File: src/rtl/core_pkg.sv
// Shared definitions for the RV32E core pipeline control.
//   hazard_state_t : hazard_controller FSM states (INIT, RUN, MEM_WAIT)
//   RD_SEL_*       : writeback source select encodings (RD_SEL_MEM = load)
//   *_DEFAULT      : default hazard_controller parameter values
package core_pkg;

  typedef enum logic [1:0] {
    INIT     = 2'd0,
    RUN      = 2'd1,
    MEM_WAIT = 2'd2
  } hazard_state_t;

  localparam logic [1:0] RD_SEL_ALU = 2'd0;
  localparam logic [1:0] RD_SEL_MEM = 2'd1;
  localparam logic [1:0] RD_SEL_PC4 = 2'd2;
  localparam logic [1:0] RD_SEL_IMM = 2'd3;

  localparam int unsigned MEM_TIMEOUT_DEFAULT = 64;
  localparam int unsigned INIT_CYCLES_DEFAULT = 5;

endpackage

File: src/rtl/load_use_detect.sv
// Combinational load-use comparator: flags when a used decode source register
// matches the destination of one producer stage holding a load (writes back,
// data from memory, rd != x0).
// Ports:
//   rs1, rs2            in  decode source registers
//   rs1_used, rs2_used  in  decode instruction really reads the source
//   rd                  in  producer destination register
//   regfile_we          in  producer will write back
//   rd_data_sel         in  producer writeback source
//   hazard              out load-use hazard against this producer
module load_use_detect
  import core_pkg::*;
(
  input  logic [3:0] rs1,
  input  logic [3:0] rs2,
  input  logic       rs1_used,
  input  logic       rs2_used,
  input  logic [3:0] rd,
  input  logic       regfile_we,
  input  logic [1:0] rd_data_sel,
  output logic       hazard
);

  logic producer_is_load;
  logic rs1_hit;
  logic rs2_hit;

  always_comb begin
    producer_is_load = regfile_we && (rd_data_sel == RD_SEL_MEM) && (rd != 4'd0);
    rs1_hit          = rs1_used && (rs1 == rd);
    rs2_hit          = rs2_used && (rs2 == rd);
    hazard           = producer_is_load && (rs1_hit || rs2_hit);
  end

endmodule

File: src/rtl/hazard_controller.sv
// Central pipeline sequencer for the RV32E core. Produces per-stage stall
// (hold) and flush (bubble) controls for load-use hazards, taken-branch
// redirects, data-memory waits (with timeout abort) and post-reset clearing.
// Optional feature macro: HAZARD_PERF_COUNTERS_EN adds stall_count/flush_count.
// Ports:
//   clk, rst_n                      clock, async active-low reset
//   rs1_ID, rs2_ID, rs*_used_ID     decode sources and their use flags
//   rd_*, regfile_we_*, rd_data_sel_*  EX / MEMPREP producer info
//   branch_taken_EX                 EX resolved a taken branch/jump
//   mem_req_MEMEX, mem_ready        MEMEX access request / completion
//   stall_*                         hold IF(PC), ID, EX, MEMPREP, MEMEX
//   flush_*                         bubble into ID, EX, MEMPREP, MEMEX, WB
//   pc_redirect_en                  PC loads branch target
//   mem_timeout                     sticky memory timeout flag
//   stall_count, flush_count        (HAZARD_PERF_COUNTERS_EN only)
module hazard_controller
  import core_pkg::*;
#(
  parameter int unsigned MEM_TIMEOUT = MEM_TIMEOUT_DEFAULT,
  parameter int unsigned INIT_CYCLES = INIT_CYCLES_DEFAULT
) (
  input  logic        clk,
  input  logic        rst_n,
  input  logic [3:0]  rs1_ID,
  input  logic [3:0]  rs2_ID,
  input  logic        rs1_used_ID,
  input  logic        rs2_used_ID,
  input  logic [3:0]  rd_EX,
  input  logic [3:0]  rd_MEMPREP,
  input  logic        regfile_we_EX,
  input  logic        regfile_we_MEMPREP,
  input  logic [1:0]  rd_data_sel_EX,
  input  logic [1:0]  rd_data_sel_MEMPREP,
  input  logic        branch_taken_EX,
  input  logic        mem_req_MEMEX,
  input  logic        mem_ready,
  output logic        stall_IF,
  output logic        stall_ID,
  output logic        stall_EX,
  output logic        stall_MEMPREP,
  output logic        stall_MEMEX,
  output logic        flush_ID,
  output logic        flush_EX,
  output logic        flush_MEMPREP,
  output logic        flush_MEMEX,
  output logic        flush_WB,
  output logic        pc_redirect_en,
  output logic        mem_timeout
`ifdef HAZARD_PERF_COUNTERS_EN
  ,
  output logic [31:0] stall_count,
  output logic [31:0] flush_count
`endif
);

  localparam int unsigned TW = $clog2(MEM_TIMEOUT + 1);
  localparam int unsigned IW = (INIT_CYCLES > 1) ? $clog2(INIT_CYCLES) : 1;
  localparam logic [TW-1:0] TO_LIMIT   = TW'(MEM_TIMEOUT);
  localparam logic [IW-1:0] INIT_START = IW'(INIT_CYCLES - 1);

  hazard_state_t state_q, state_d;
  logic [IW-1:0] init_cnt_q, init_cnt_d;
  logic [TW-1:0] to_cnt_q, to_cnt_d;
  logic          mem_timeout_q;
  logic          timeout_set;
  logic          run_eval;
  logic          hazard_ex;
  logic          hazard_mp;

  load_use_detect u_lud_ex (
    .rs1         (rs1_ID),
    .rs2         (rs2_ID),
    .rs1_used    (rs1_used_ID),
    .rs2_used    (rs2_used_ID),
    .rd          (rd_EX),
    .regfile_we  (regfile_we_EX),
    .rd_data_sel (rd_data_sel_EX),
    .hazard      (hazard_ex)
  );

  load_use_detect u_lud_mp (
    .rs1         (rs1_ID),
    .rs2         (rs2_ID),
    .rs1_used    (rs1_used_ID),
    .rs2_used    (rs2_used_ID),
    .rd          (rd_MEMPREP),
    .regfile_we  (regfile_we_MEMPREP),
    .rd_data_sel (rd_data_sel_MEMPREP),
    .hazard      (hazard_mp)
  );

  always_comb begin
    stall_IF       = 1'b0;
    stall_ID       = 1'b0;
    stall_EX       = 1'b0;
    stall_MEMPREP  = 1'b0;
    stall_MEMEX    = 1'b0;
    flush_ID       = 1'b0;
    flush_EX       = 1'b0;
    flush_MEMPREP  = 1'b0;
    flush_MEMEX    = 1'b0;
    flush_WB       = 1'b0;
    pc_redirect_en = 1'b0;
    state_d        = state_q;
    init_cnt_d     = init_cnt_q;
    to_cnt_d       = to_cnt_q;
    timeout_set    = 1'b0;
    run_eval       = 1'b0;

    case (state_q)
      INIT: begin
        flush_ID      = 1'b1;
        flush_EX      = 1'b1;
        flush_MEMPREP = 1'b1;
        flush_MEMEX   = 1'b1;
        flush_WB      = 1'b1;
        if (init_cnt_q == '0) begin
          state_d = RUN;
        end else begin
          init_cnt_d = init_cnt_q - IW'(1);
        end
      end
      RUN: run_eval = 1'b1;
      MEM_WAIT: begin
        if (mem_ready) begin
          // Exit is combinational: this cycle is already judged as RUN, so
          // a branch held in the frozen EX redirects right now.
          run_eval = 1'b1;
          state_d  = RUN;
          to_cnt_d = '0;
        end else if (to_cnt_q == TO_LIMIT) begin
          // Abort: drop the MEMEX access while upstream stays frozen.
          stall_IF      = 1'b1;
          stall_ID      = 1'b1;
          stall_EX      = 1'b1;
          stall_MEMPREP = 1'b1;
          flush_MEMEX   = 1'b1;
          flush_WB      = 1'b1;
          timeout_set   = 1'b1;
          state_d       = RUN;
          to_cnt_d      = '0;
        end else begin
          stall_IF      = 1'b1;
          stall_ID      = 1'b1;
          stall_EX      = 1'b1;
          stall_MEMPREP = 1'b1;
          stall_MEMEX   = 1'b1;
          flush_WB      = 1'b1;
          to_cnt_d      = to_cnt_q + TW'(1);
        end
      end
      default: state_d = INIT;
    endcase

    if (run_eval) begin
      if (mem_req_MEMEX && !mem_ready) begin
        stall_IF      = 1'b1;
        stall_ID      = 1'b1;
        stall_EX      = 1'b1;
        stall_MEMPREP = 1'b1;
        stall_MEMEX   = 1'b1;
        flush_WB      = 1'b1;
        state_d       = MEM_WAIT;
        to_cnt_d      = TW'(1);
      end else if (branch_taken_EX) begin
        // The decode instruction is squashed, so its load-use is moot.
        pc_redirect_en = 1'b1;
        flush_ID       = 1'b1;
        flush_EX       = 1'b1;
      end else if (hazard_ex || hazard_mp) begin
        stall_IF = 1'b1;
        stall_ID = 1'b1;
        flush_EX = 1'b1;
      end
    end
  end

  always_ff @(posedge clk or negedge rst_n) begin
    if (!rst_n) begin
      state_q       <= INIT;
      init_cnt_q    <= INIT_START;
      to_cnt_q      <= '0;
      mem_timeout_q <= 1'b0;
    end else begin
      state_q    <= state_d;
      init_cnt_q <= init_cnt_d;
      to_cnt_q   <= to_cnt_d;
      if (timeout_set) begin
        mem_timeout_q <= 1'b1;
      end
    end
  end

  assign mem_timeout = mem_timeout_q;

`ifdef HAZARD_PERF_COUNTERS_EN
  always_ff @(posedge clk or negedge rst_n) begin
    if (!rst_n) begin
      stall_count <= '0;
      flush_count <= '0;
    end else begin
      if (stall_ID) begin
        stall_count <= stall_count + 32'd1;
      end
      if (pc_redirect_en) begin
        flush_count <= flush_count + 32'd1;
      end
    end
  end
`endif

endmodule

File: config.mk
export PLATFORM = sky130hd
export DESIGN_NAME = hazard_controller
export DESIGN_NICKNAME = d
export VERILOG_FILES = /design/src/rtl/core_pkg.sv /design/src/rtl/load_use_detect.sv /design/src/rtl/hazard_controller.sv
export SDC_FILE = /design/constraint.sdc
export NUM_CORES = 1
export LEC_CHECK = 0
export CAP_MARGIN = 5
export CELL_PAD_IN_SITES_DETAIL_PLACEMENT = 1
export CELL_PAD_IN_SITES_GLOBAL_PLACEMENT = 1
export CORE_ASPECT_RATIO = 1.1
export CORE_MARGIN = 2
export CORE_UTILIZATION = 34
export DETAILED_ROUTE_END_ITERATION = 7
export HOLD_SLACK_MARGIN = 0.12
export PLACE_DENSITY = 0.85
export SYNTH_ARGS = -nofsm -noshare
export SYNTH_HDL_FRONTEND = slang
export SYNTH_SLANG_ARGS = --single-unit
File: constraint.sdc
create_clock -name clk -period 3.17 [get_ports clk]
set_input_delay 0.634 -clock clk [delete_from_list [all_inputs] [get_ports clk]]
set_output_delay 0.634 -clock clk [all_outputs]
set_load 0.01 [all_outputs]
# ---- After elaboration in Yosys (flattened, before gate mapping)
# Cells that the tools add are included.
dict set report classes {
  addsub 2
  mux 44
  n_reduce_logical 20
  bitwise_logic 1
  eq_ne 9
}
# op count
set op_table {}
lappend op_table {{two-way mux 7 bit} 5}
lappend op_table {{two-way mux 1 bit} 30}
lappend op_table {{== test 4 bit} 4}
lappend op_table {{logical AND 1 bit} 11}
lappend op_table {{two-way mux 2 bit} 5}
lappend op_table {{nonzero test 4 bit} 2}
lappend op_table {{adder 7 x 1 -> 7 bit, second input constant} 1}
lappend op_table {{== test 7 bit, second input constant} 1}
lappend op_table {{== test 2 x 1 -> 1 bit, second input constant} 3}
lappend op_table {{one-hot mux 1 bit (2 select lines)} 3}
lappend op_table {{one-hot mux 2 bit (3 select lines)} 1}
lappend op_table {{zero test 3 bit} 1}
lappend op_table {{logical OR 1 bit} 3}
lappend op_table {{subtractor 3 x 1 -> 3 bit, second input constant} 1}
lappend op_table {{== test 2 bit, second input constant} 1}
lappend op_table {{zero test 2 bit} 1}
lappend op_table {{AND reduction 2 bit} 1}
lappend op_table {{zero test 1 bit} 1}
lappend op_table {{NOT 1 bit} 1}
dict set report word_totals {
  ff_bits 13
  wordCells 80
}

# ---- Depth between registers and ports, before layout
# Gate-level depths: netlist of the first run.
dict set report logic_depth {
  depth_word 9
  ltp_mapped 8
  depth_no_buf 7
}

# ---- By module
# From an unflattened synthesis of the first run, not the netlist that was laid out.
dict set report hier_totals {
  hier_cells 142
  area_unflattened_um2 1173.6
}
# module area_each_um2 n_inst cells_each
set by_module_without_submodules {}
lappend by_module_without_submodules {hazard_controller 950.9 1 110}
lappend by_module_without_submodules {load_use_detect 111.4 2 16}

# ---- Least setup slack after synthesis of the first run
# No wires, ideal clock.
dict set report synth_timing {
  path_kind {input to output}
  start {in rd_EX[1]}
  end {out stall_IF}
  cell_stages 5
  t_required_ns 2.536
  setup_slack_ns 0.594
  arrival_ns 1.942
  cell_sequence {xor2_1 o41ai_1 a22oi_1 o311ai_1 buf_4}
}
dict set report synth_via {
  elab_chain_cells 9
  word_cells_on_any_way 13
}
# element line_no
set synth_rtl {}
lappend synth_rtl {{start: declaration} hazard_controller.sv:28} ;# input logic [3:0] rd_EX,
lappend synth_rtl {{== test 4 bit, on equally long branches} {load_use_detect.sv:30, load_use_detect.sv:31}}
lappend synth_rtl {{logical AND 1 bit, on equally long branches} {load_use_detect.sv:30, load_use_detect.sv:31}}
lappend synth_rtl {{logical OR 1 bit} load_use_detect.sv:32} ;# hazard = producer_is_load && (rs1_hit || rs2_hit);
lappend synth_rtl {{logical AND 1 bit (*)} load_use_detect.sv:32}
lappend synth_rtl {{logical OR 1 bit (*)} hazard_controller.sv:170} ;# end else if (hazard_ex || hazard_mp) begin
lappend synth_rtl {{two-way mux 1 bit (*) (4 in series)} --}
lappend synth_rtl {{end: declaration} hazard_controller.sv:37} ;# output logic stall_IF,
# Every way passes the cells marked *; elsewhere a longest branch is shown, timed or not.

# ---- Worst setup path after layout of the first run
dict set report layout_timing {
  start {in rd_EX[0]}
  end {out flush_EX}
}
dict set report layout_via {
  elab_chain_cells 9
  word_cells_on_any_way 13
}
# element line_no
set layout_rtl {}
lappend layout_rtl {{== test 4 bit, on equally long branches} {load_use_detect.sv:30, load_use_detect.sv:31}}
lappend layout_rtl {{logical AND 1 bit, on equally long branches} {load_use_detect.sv:30, load_use_detect.sv:31}}
lappend layout_rtl {{logical OR 1 bit} load_use_detect.sv:32}
lappend layout_rtl {{logical AND 1 bit (*)} load_use_detect.sv:32}
lappend layout_rtl {{logical OR 1 bit (*)} hazard_controller.sv:170}
lappend layout_rtl {{two-way mux 1 bit (*)} hazard_controller.sv:170}
lappend layout_rtl {{two-way mux 1 bit (*)} hazard_controller.sv:165} ;# end else if (branch_taken_EX) begin
lappend layout_rtl {{two-way mux 1 bit (*)} hazard_controller.sv:156} ;# if (mem_req_MEMEX && !mem_ready) begin
lappend layout_rtl {{two-way mux 1 bit (*)} hazard_controller.sv:155} ;# if (run_eval) begin
lappend layout_rtl {{end: declaration} hazard_controller.sv:43} ;# output logic flush_EX,
# Marks and branches as above.

==> results of run 1 <==
critical path, delay by kind of cell:
family          cells  cell delay, ns
compound gates      3            0.42
xor+xnor            1            0.24
simple gates        2            0.17
buf+inv             3            0.99
cell families (layout without fill, tap and decap cells):
group,count (synthesis),after routing
buffers and inverters,14,57
adders and majority gates,9,9
DFF,13,13
and+or+nand+nor,57,57
AOI/OAI and AO/OA,23,23
xor gates and xnor gates,17,17
where the power goes:
| part | internal [W] | switching (W) |
|---|---|---|
| registers | 0.000190 | 0.0000288 |
| clock network | 0.0000489 | 0.0000559 |
| logic | 0.000230 | 0.000234 |
| total | 0.000469 | 0.000319 |
synth_stat cells (3+ instances only):
library cell,instances
sky130_fd_sc_hd__nor4_1,3
sky130_fd_sc_hd__nor3b_1,3
sky130_fd_sc_hd__xnor2_1,5
sky130_fd_sc_hd__o21ai_1,3
sky130_fd_sc_hd__buf_4,3
sky130_fd_sc_hd__dfrtp_1,12
sky130_fd_sc_hd__ha_1,9
sky130_fd_sc_hd__o21ai_0,5
sky130_fd_sc_hd__nor3_1,4
sky130_fd_sc_hd__nand3_1,6
sky130_fd_sc_hd__or2_2,4
sky130_fd_sc_hd__nor2_1,12
sky130_fd_sc_hd__a311oi_1,3
sky130_fd_sc_hd__xor2_1,12
sky130_fd_sc_hd__nand2b_1,3
sky130_fd_sc_hd__inv_1,9
sky130_fd_sc_hd__and3_1,5
sky130_fd_sc_hd__nand2_1,14
sky130_fd_sc_hd__a21oi_1,5
sequential cells by signal (all words and copies together), names as in the netlist:
register,flops
mem_timeout,1
init_cnt_q,3
state_q,2
to_cnt_q,7
placed cells by master (no fill, tap or decap), drive strengths merged:
cell	Yosys	layout
nand2	14	14
or2	4	4
dfrtp	12	12
o311ai	1	1
a2bb2oi	1	1
clkdlybuf4s50	0	36
xnor2	5	5
dlygate4sd2	0	1
and2	1	1
dlymetal6s2s	0	1
clkbuf	1	6
a311oi	3	3
nor2b	1	1
nand2b	4	4
ha	9	9
a22oi	1	1
a311o	1	1
o21ai	8	8
nor2	12	12
inv	9	9
and3	5	5
nor4	3	3
dfstp	1	1
nor3b	3	3
buf	4	4
a21oi	5	5
xor2	12	12
o41ai	2	2
nor3	4	4
o31ai	1	1
nand3	6	6
path summary, 6_finish.rpt:
kind / slack, ns / from / endpoint / depth (start not counted)
setup reg to reg: 1.28 / state_q[0] / to_cnt_q[5] / 8
hold / removal: 0.48 / mem_timeout / mem_timeout / 1
max in group asynchronous: 2.06 / rst_n / state_q[1] / 1
setup / recovery: 0.08 / rd_EX[0] / flush_EX / 9
min in group asynchronous: 0.73 / rst_n / to_cnt_q[0] / 1
hold reg to reg: 0.48 / mem_timeout / mem_timeout / 1
metrics by stage:
| stage | cell area, um^2 | util [%] | worst slack, ns |
|---|---|---|---|
| final | 1592 | 51.77 | 0.07617 |
| after global routing | 1592 | 51.77 | -0.005222 |
| after CTS | 1572 | 51.12 | 0.01195 |
| after detailed placement | 1536 | 49.98 | -0.4008 |
| after global placement | 1536 | 49.98 | -0.2836 |
| after floorplan | 1101 | - | 0.5936 |
final cells by class:
cell class              instances  area (um^2)  area share (%)
well taps                      34        42.54           2.673
flip-flops and latches         13        326.6           20.52
inverters                       9        33.78           2.123
multi-input cells             106        740.7           46.54
clock buffers                   4        26.28           1.651
repair buffers                 44        421.7           26.49
what timing repair did:
action                                  CTS  global route
gates resized for setup                   4            10
endpoints found under the setup margin    3             4
setup buffers                             1             0
gates cloned                              0             0
pin swaps                                 2             2
metal layers:
metal	wire length, um	share of wire [%]	vias to the layer above	GRT usage, %
li1	-	-	542	-
met1	1465	43	540	24.09
met2	1670	49	54	35.25
met3	224	6.6	6	4.517
met4	54	1.6	0	7.849
met5	0	0	-	0
==> summary.txt, run 1 <==
=================================================================================
Clock sinks                                                                    13
Net count after synthesis                                                     171
Hold WC Path Type                                                         reg2reg
Syn Area/Cell                                                          8.279 um^2
Insertion delay to the later sink of the worst-skew pair                  0.28 ns
Number of cells in the design after placement                                 205
Wire length reported by the detailed router                               3414 um
Clock transition at the registers of the reported paths                   0.08 ns
Sort of element at the start of the critical path                       input pin
Cell type with the highest aggregate area in the netlist             sky130_fd_sc_hd__dfrtp_1
Flip-flop and latch count after synthesis                                      13
Max Fanout on Critical Path                                                     3
Kind of end point of the critical path                               primary output
Mux share of post-synthesis cell area                                          0%
Final hold violations                                                           0
CTS H-tree depth                                                                1
Starting DRT DRC Count                                                         51
Worst Path Required                                                       2.54 ns
Number of fill cells in the layout                                            360
Dominant combinational cell family by area after synthesis           simple AND/OR/NAND/NOR gates
Vias                                                                        1,142
Antenna diode count                                                             0
Signal arrival time at the worst endpoint                                 2.46 ns
Crit-path slowest cell                                               sky130_fd_sc_hd__clkdlybuf4s50_1
Post-Synthesis Cells                                                          133
Largest incremental delay on the critical path                            0.55 ns
Fraction of synthesis flops using an asynchronous set or reset pin         100.0%
Setup Viol. Count Final                                                         0
Post-synthesis adder-cell area fraction                                    10.23%
Number of enable-type register cells in the synthesized netlist                 0
Final estimated routing congestion in global placement                     0.7577
Average detailed-routed wire length per instance                         16.26 um
Number of antenna violations at the first check in global routing               0
Min Tclk post-route                                                      3.094 ns
Cell row count                                                                 21
Share of the synthesized area in compound gates (AO/OA/AOI/OAI)            14.43%
Max Clk Rate                                                            323.2 MHz
Kind of critical path                                                      in2out
Number of max-slew violations in the final report                               0
Via count normalized by instance count                                      5.438
Leftover overflow at the end of global routing                                  0
Net count reported at finish                                                  215
Share of the cycle needed by the critical path after routing               97.60%
Vias in the first global route                                              1,271
Overall Power                                                         0.0007875 W
Part of the Yosys area used for sequential elements                        29.66%
# IOs                                                                          41
Static leakage                                                          0.7037 nW
Number of buffers on the longest clock path                                     2
Length of the first detailed-routing pass in iterations                         4
Die ar.                                                                 3710 um^2
Cts bufs inserted                                                               3
Ordered cell list for the critical path                              clkdlybuf4s50_1 -> xor2_1 -> nor3_2 -> nand3_1 -> o41ai_1 -> a22oi_1 -> buf_4 -> a21oi_1 -> dlygate4sd2_1
Run status                                                           complete, no violations
Number of maximum-capacitance constraint violations                             0
Xor/xnor cell area share of the yosys netlist                              13.52%
Post-Syn Area                                                           1101 um^2
Width of the die                                                         58.26 um
Yosys top cell area share                                                  27.27%
Post-layout instance count excluding filler cells                             210
Distinct cell type count of the synthesized netlist                            32
Tot GR Track Use                                                           20.47%
Initial Util                                                               35.82%
TritonCTS clock tree                                                          yes
Number of input and output port buffers inserted                               40
Power density of the placed cells                                    494.8 nW/um^2
Transition time of the tightest slew-check pin                          0.5949 ns
Detail Placement HPWL                                                     2816 um
Standard cell core area                                                 3074 um^2
Pin count of the biggest net entering global routing                           14
Yosys warning count                                                             0
Height of the die                                                        63.69 um
Root buffer selected by CTS                                          sky130_fd_sc_hd__clkbuf_4
Most common flop cell mapped by yosys                                sky130_fd_sc_hd__dfrtp_1
Worst hold slack across all endpoints                                   0.4792 ns
Fin Setup TNS                                                                0 ns
Slew HR                                                                    60.22%
Synth top area cells                                                 sky130_fd_sc_hd__dfrtp_1, sky130_fd_sc_hd__ha_1, sky130_fd_sc_hd__xor2_1, sky130_fd_sc_hd__nand2_1, sky130_fd_sc_hd__nor2_1
Clk_skew                                                              0.001896 ns
Maximum vdd drop                                                        0.3154 mV
Area delta synth->final                                                    44.55%
Hold-fix buffers, CTS                                                           0
Fraction of final layout cells with drive strength greater than 1          12.50%
Post-route ant nets                                                             0
Share of synthesized cell area in and, or, nand and nor gates              26.36%
Wire length of the first global-routing pass                              5913 um
DR DRC count                                                                    0
=================================================================================
(Power assumes the default switching activity.)
==> run 2, diff against run 1 <==
- CAP_MARGIN: 5 -> 20
- CTS_CLUSTER_SIZE: unset -> 24
- PLACE_DENSITY: 0.85 -> 0.82
==> summary.txt, run 2 (synthesis results as in run 1) <==
=====================================================================================
Run status                                                               complete, no violations   unchanged
Leading cell types in the layout, fill and taps excluded                 sky130_fd_sc_hd__clkdlybuf4s50_1, sky130_fd_sc_hd__nand2_1, sky130_fd_sc_hd__nor2_1, sky130_fd_sc_hd__xor2_1, sky130_fd_sc_hd__dfrtp_1   was sky130_fd_sc_hd__clkdlybuf4s50_1, sky130_fd_sc_hd__nand2_1, sky130_fd_sc_hd__nor2_1, sky130_fd_sc_hd__dfrtp_1, sky130_fd_sc_hd__xor2_1
Static leakage                                                              0.7406 nW   was 0.7037 nW
CTS H-tree depth                                                                    1   unchanged
Number of fill cells in the layout                                                386   was 360
Final estimated routing congestion in global placement                         0.7479   was 0.7577
Number of cells in the design after placement                                     208   was 205
Clock transition at the registers of the reported paths                       0.08 ns   about the same
Pin count of the biggest net entering global routing                               14   unchanged
Min Tclk post-route                                                          3.025 ns   was 3.094 ns
Slew HR                                                                        59.13%   was 60.22%
Setup Viol. Count Final                                                             0   unchanged
Register containing the most flip-flops in the final layout                  to_cnt_q   unchanged
Flip-flop count of the largest register, all copies and words added                 7   unchanged
Capturing point of the worst reg2reg path                                 to_cnt_q[5]   unchanged
Origin of the critical flop-to-flop path                                   state_q[0]   unchanged
Number of maximum-capacitance constraint violations                                 0   unchanged
Power density of the placed cells                                        486.2 nW/um^2   was 494.8 nW/um^2
Kind of end point of the critical path                                   primary output   unchanged
Design Area, Final                                                          1613 um^2   was 1592 um^2
Initial Util                                                                   35.82%   unchanged
Insertion delay to the later sink of the worst-skew pair                      0.27 ns   was 0.28 ns
Length of the first detailed-routing pass in iterations                             4   unchanged
Max Clk Rate                                                                330.6 MHz   was 323.2 MHz
Cts bufs inserted                                                                   3   unchanged
Transition time of the tightest slew-check pin                              0.6111 ns   was 0.5949 ns
Number of antenna violations at the first check in global routing                   0   unchanged
Width of the die                                                             58.26 um   unchanged
Post-detailed-placement cell area                                           1559 um^2   was 1536 um^2
Detail Placement HPWL                                                         2696 um   was 2816 um
Fraction of final layout cells with drive strength greater than 1              12.36%   was 12.50%
Setup repair after global routing missed its margin                                no
Number of max-slew violations in the final report                                   0   unchanged
Maximum vdd drop                                                            0.3092 mV   was 0.3154 mV
Final hold violations                                                               0   unchanged
Net count reported at finish                                                      217   was 215
Average detailed-routed wire length per instance                             15.83 um   was 16.26 um
Starting DRT DRC Count                                                             28   was 51
Root buffer selected by CTS                                              sky130_fd_sc_hd__clkbuf_4   unchanged
TritonCTS clock tree                                                              yes   unchanged
Tot GR Track Use                                                               19.35%   was 20.47%
Worst Path Required                                                           2.54 ns   about the same
Most frequent standard cell in the layout excluding fill and tap cells   sky130_fd_sc_hd__clkdlybuf4s50_1   unchanged
Vias                                                                            1,145   was 1,142
Area delta synth->final                                                        46.48%   was 44.55%
Share of the cycle needed by the critical path after routing                   95.41%   was 97.60%
Worst hold path stage count                                                         1   unchanged
Cell count of the worst reg-to-reg path                                             9   was 8
Kind of critical path                                                          in2out   unchanged
# IOs                                                                              41   unchanged
Registers with the most flip-flops                                       to_cnt_q (7), init_cnt_q (3), state_q (2)   unchanged
Number of input and output port buffers inserted                                   40   unchanged
Max Fanout on Critical Path                                                         3   unchanged
Leftover overflow at the end of global routing                                      0   unchanged
DR DRC count                                                                        0   unchanged
Wire length reported by the detailed router                                   3356 um   was 3414 um
Clk_skew                                                                 0.0006596 ns   was 0.001896 ns
Standard cell core area                                                     3074 um^2   unchanged
Number of buffers on the longest clock path                                         2   unchanged
Vias in the first global route                                                  1,249   was 1,271
Cell row count                                                                     21   unchanged
Wire length of the first global-routing pass                                  5664 um   was 5913 um
Antenna diode count                                                                 0   unchanged
Reg-to-reg slack, setup                                                       1.25 ns   was 1.28 ns
Number of buffers inserted by post-CTS setup repair                                 0   was 1
Die ar.                                                                     3710 um^2   unchanged
Clock sinks                                                                        13   unchanged
Post-route ant nets                                                                 0   unchanged
Sort of element at the start of the critical path                           input pin   unchanged
Worst hold start                                                         init_cnt_q[0]   was mem_timeout
Endpoint with the worst hold slack                                       init_cnt_q[0]   was mem_timeout
Height of the die                                                            63.69 um   unchanged
Hold WC Path Type                                                             reg2reg   unchanged
Post-layout instance count excluding filler cells                                 212   was 210
Fin Setup TNS                                                                    0 ns   unchanged
Via count normalized by instance count                                          5.401   was 5.438
Signal arrival time at the worst endpoint                                     2.39 ns   was 2.46 ns
=====================================================================================
-- run 2: cell types whose count changed in the layout (fill, tap and decap cells not counted), sizes merged --
cell / before / now
buf: 4 / 8
clkbuf: 6 / 4
clkdlybuf4s50: 36 / 35
dlymetal6s2s: 1 / 2
-- run 2: routing by layer --
layer / wire, um / global-route usage, %
met5: 0 / 0
met4: 55 / 7.267
met2: 1665 / 33.43
met1: 1403 / 22.96
met3: 232 / 3.901
-- run 2: worst max-delay path, stage by stage --
cell,delay (ns)
sky130_fd_sc_hd__clkdlybuf4s50_1,0.48
sky130_fd_sc_hd__xor2_1,0.19
sky130_fd_sc_hd__nor3_1,0.19
sky130_fd_sc_hd__nand3_1,0.16
sky130_fd_sc_hd__o41ai_4,0.10
sky130_fd_sc_hd__a22oi_2,0.15
sky130_fd_sc_hd__o311ai_2,0.31
sky130_fd_sc_hd__buf_2,0.19
-- run 2: worst max path at each step --
stage	depth (start not counted)	slack [ns]	to	startpoint
after detailed placement	6	-0.46	stall_ID	rd_EX[1]
after CTS	7	0.009	stall_ID	rs1_ID[3]
final	8	0.15	stall_ID	rd_EX[1]
after global routing	8	0.004	stall_IF	rd_EX[1]
after global placement	6	-0.35	stall_IF	rd_EX[1]
after floorplan	5	0.59	stall_IF	rd_EX[1]
-- run 2: where the power goes --
| group | total (W) | switching [W] | internal (W) |
|---|---|---|---|
| registers | 0.000217 | 0.0000275 | 0.000190 |
| clock network | 0.000101 | 0.0000524 | 0.0000487 |
| logic | 0.000466 | 0.000234 | 0.000232 |
| total | 0.000784 | 0.000314 | 0.000471 |
-- run 2: per-stage QoR --
| step | setup WS (ns) | power [W] | utilization [%] | hold slack [ns] |
|---|---|---|---|---|
| after global placement | -0.3501 | 0.0006679 | 50.71 | 0.4531 |
| after global routing | 0.004121 | 0.0008476 | 52.46 | 0.5026 |
| after CTS | 0.008657 | 0.0007917 | 52.10 | 0.4791 |
| after floorplan | 0.5936 | 0.0004633 | - | 0.3384 |
| after detailed placement | -0.4647 | 0.0006857 | 50.71 | 0.4667 |
| final | 0.1454 | 0.0007841 | 52.46 | 0.4713 |
-- run 2: repair_timing --
item                                    in CTS  in global routing
pin swaps                                    3                  6
hold buffers                                 0                  0
endpoints found under the setup margin       3                  3
endpoints found under the hold margin        0                  0
resized for setup                            9                  7
-- run 2: area by class of cell --
cell class,instances,area (um^2),area share [%]
tap,34,42.54,2.638
clock buffer,4,26.28,1.629
timing repair buffer,46,439.2,27.23
sequential,13,326.6,20.25
multi-input combinational,106,744.5,46.16
inverter,9,33.78,2.095
==> run 3, diff against run 2 <==
--- a/config.mk
+++ b/config.mk
@@ -11,3 +11,2 @@
 export CORE_ASPECT_RATIO = 1.1
-export CORE_MARGIN = 2
 export CORE_UTILIZATION = 34
--- a/constraint.sdc
+++ b/constraint.sdc
@@ -3,2 +3,2 @@
 set_output_delay 0.634 -clock clk [all_outputs]
-set_load 0.01 [all_outputs]
+set_load 0.005 [all_outputs]
==> summary.txt, run 3 (synthesis results as in run 1) <==
=====================================================================================
Crit-path slowest cell                                                   sky130_fd_sc_hd__clkdlybuf4s50_1   unchanged
Cell count of the worst reg-to-reg path                                             8   was 9
Register containing the most flip-flops in the final layout                  to_cnt_q   unchanged
Post-route ant nets                                                                 0   unchanged
Sort of element at the start of the critical path                           input pin   unchanged
Design Area, Final                                                          1604 um^2   was 1613 um^2
Origin of the critical flop-to-flop path                                   state_q[0]   unchanged
Number of maximum-capacitance constraint violations                                 0   unchanged
Wire length of the first global-routing pass                                  5016 um   was 5664 um
Cell row count                                                                     21   unchanged
Path length in cells of the critical path                                           7   was 8
Via count normalized by instance count                                          5.313   was 5.401
Capturing point of the worst reg2reg path                                 to_cnt_q[5]   unchanged
Leading cell types in the layout, fill and taps excluded                 sky130_fd_sc_hd__clkdlybuf4s50_1, sky130_fd_sc_hd__nand2_1, sky130_fd_sc_hd__nor2_1, sky130_fd_sc_hd__xor2_1, sky130_fd_sc_hd__dfrtp_1   unchanged
Setup slack after placement                                                -0.3175 ns   was -0.4647 ns
Clock sinks                                                                        13   unchanged
Number of max-slew violations in the final report                                   0   unchanged
Registers with the most flip-flops                                       to_cnt_q (7), init_cnt_q (3), state_q (2)   unchanged
Critical path startpoint                                                 rd_MEMPREP[3]   was rd_EX[1]
Max Fanout on Critical Path                                                         2   was 3
Net count reported at finish                                                      216   was 217
Standard cell core area                                                     3074 um^2   unchanged
Static leakage                                                              0.7286 nW   was 0.7406 nW
Number of buffers on the longest clock path                                         2   unchanged
Number of antenna violations at the first check in global routing                   0   unchanged
Max Clk Rate                                                                327.1 MHz   was 330.6 MHz
Kind of critical path                                                          in2out   unchanged
Leftover overflow at the end of global routing                                      0   unchanged
Average detailed-routed wire length per instance                             15.11 um   was 15.83 um
Final hold violations                                                               0   unchanged
Length of the first detailed-routing pass in iterations                             4   unchanged
Vias                                                                            1,121   was 1,145
Die ar.                                                                     3470 um^2   was 3710 um^2
CTS H-tree depth                                                                    1   unchanged
Final estimated routing congestion in global placement                         0.7586   was 0.7479
Maximum vdd drop                                                            0.3228 mV   was 0.3092 mV
Fraction of final layout cells with drive strength greater than 1              10.73%   was 12.36%
Worst Path Required                                                           2.54 ns   about the same
Number of input and output port buffers inserted                                   40   unchanged
Share of the cycle needed by the critical path after routing                   96.43%   was 95.41%
Antenna diode count                                                                 0   unchanged
Area delta synth->final                                                        45.68%   was 46.48%
# IOs                                                                              41   unchanged
Clock transition at the registers of the reported paths                       0.09 ns   was 0.08 ns
Detail Placement HPWL                                                         2571 um   was 2696 um
Endpoint of the most critical setup path                                     stall_IF   was stall_ID
Min Tclk post-route                                                          3.057 ns   was 3.025 ns
Slew HR                                                                        58.14%   was 59.13%
Ordered cell list for the critical path                                  clkdlybuf4s50_1 -> xnor2_1 -> nand2_1 -> o41ai_2 -> a22oi_2 -> o311ai_2 -> dlygate4sd2_1   was clkdlybuf4s50_1 -> xor2_1 -> nor3_1 -> nand3_1 -> o41ai_4 -> a22oi_2 -> o311ai_2 -> buf_2
Kind of end point of the critical path                                   primary output   unchanged
Root buffer selected by CTS                                              sky130_fd_sc_hd__clkbuf_4   unchanged
Tot GR Track Use                                                               18.66%   was 19.35%
Clk_skew                                                                  0.005002 ns   was 0.0006596 ns
Largest incremental delay on the critical path                                0.51 ns   was 0.48 ns
Flip-flop count of the largest register, all copies and words added                 7   unchanged
Reg-to-reg slack, setup                                                       1.07 ns   was 1.25 ns
Crit path setup slack, layout                                               0.1131 ns   was 0.1454 ns
Most frequent standard cell in the layout excluding fill and tap cells   sky130_fd_sc_hd__clkdlybuf4s50_1   unchanged
Kind of cell adding the most delay to the critical path                  buffers and inverters   unchanged
Number of buffers and inverters on the critical path                                2   unchanged
Insertion delay to the later sink of the worst-skew pair                      0.28 ns   was 0.27 ns
Width of the die                                                             56.26 um   was 58.26 um
Run status                                                               complete, no violations   unchanged
Initial Util                                                                   35.82%   unchanged
Wire length reported by the detailed router                                   3188 um   was 3356 um
Signal arrival time at the worst endpoint                                     2.42 ns   was 2.39 ns
Setup repair after global routing missed its margin                               yes   was no
Vias in the first global route                                                  1,114   was 1,249
Number of buffers inserted by post-CTS setup repair                                 0   unchanged
Power density of the placed cells                                        475.3 nW/um^2   was 486.2 nW/um^2
Starting DRT DRC Count                                                             11   was 28
TritonCTS clock tree                                                              yes   unchanged
Height of the die                                                            61.69 um   was 63.69 um
Pin count of the biggest net entering global routing                               14   unchanged
Transition time of the tightest slew-check pin                              0.6260 ns   was 0.6111 ns
Post-detailed-placement cell area                                           1551 um^2   was 1559 um^2
Hold WC Path Type                                                             reg2reg   unchanged
Setup Viol. Count Final                                                             0   unchanged
Cts bufs inserted                                                                   3   unchanged
DR DRC count                                                                        0   unchanged
=====================================================================================
==> run 3: cell types whose count changed in the layout (fill, tap and decap cells not counted) <==
cell,before,now
sky130_fd_sc_hd__o41ai_2,1,2
sky130_fd_sc_hd__o41ai_4,1,0
sky130_fd_sc_hd__nor2b_2,1,0
sky130_fd_sc_hd__a21oi_2,0,1
sky130_fd_sc_hd__clkdlybuf4s50_1,35,36
sky130_fd_sc_hd__a21oi_1,5,4
sky130_fd_sc_hd__nor2b_1,0,1
sky130_fd_sc_hd__buf_4,6,5
sky130_fd_sc_hd__buf_2,2,0
sky130_fd_sc_hd__dlygate4sd2_1,1,2
==> run 3: report_power, final <==
part | internal (W) | switching [W] | total, W
clock network | 0.0000487 | 0.0000600 | 0.000109
logic | 0.000237 | 0.000199 | 0.000436
registers | 0.000190 | 0.0000276 | 0.000218
==> run 3: how the worst min path moves through the flow <==
stage,startpoint,end,cells after the start
after floorplan,rst_n,init_cnt_q[0],0
after global placement,mem_timeout,mem_timeout,1
after detailed placement,mem_timeout,mem_timeout,1
after CTS,init_cnt_q[0],init_cnt_q[0],1
after global routing,mem_timeout,mem_timeout,1
final,mem_timeout,mem_timeout,1
==> run 3: cell type report <==
type / instances / area [um^2]
fill: 356 / 1470
multi-input combinational: 106 / 734.5
timing repair buffer: 45 / 440.4
sequential: 13 / 326.6
tap: 34 / 42.54
inverter: 9 / 33.78
clock buffer: 4 / 26.28
==> run 3: routing by layer <==
metal / up-vias / track usage, % / part of all wire, %
li1: 545 / - / -
met1: 526 / 22.36 / 44
met2: 46 / 34.35 / 49
met3: 4 / 3.361 / 5.7
met4: 0 / 6.272 / 1.1
met5: - / 0 / 0
==> run 3: repair_timing <==
item,4_1_cts,5_1_grt
endpoints found under the hold margin,0,0
setup endpoints to repair,3,1
gates resized for setup,4,4
pin swaps,1,3
hold buffers,0,0
==> run 3: through the flow <==
stage	setup TNS (ns)	util (%)	instances	hold slack, ns	power (W)
after floorplan	0	-	133	0.3384	0.0004390
after global placement	-0.6378	50.47	207	0.4536	0.0006412
after detailed placement	-0.6338	50.47	207	0.4615	0.0006538
after CTS	0	51.73	211	0.4799	0.0007673
after global routing	-0.008827	52.18	211	0.4996	0.0008288
final	0	52.18	211	0.4726	0.0007624
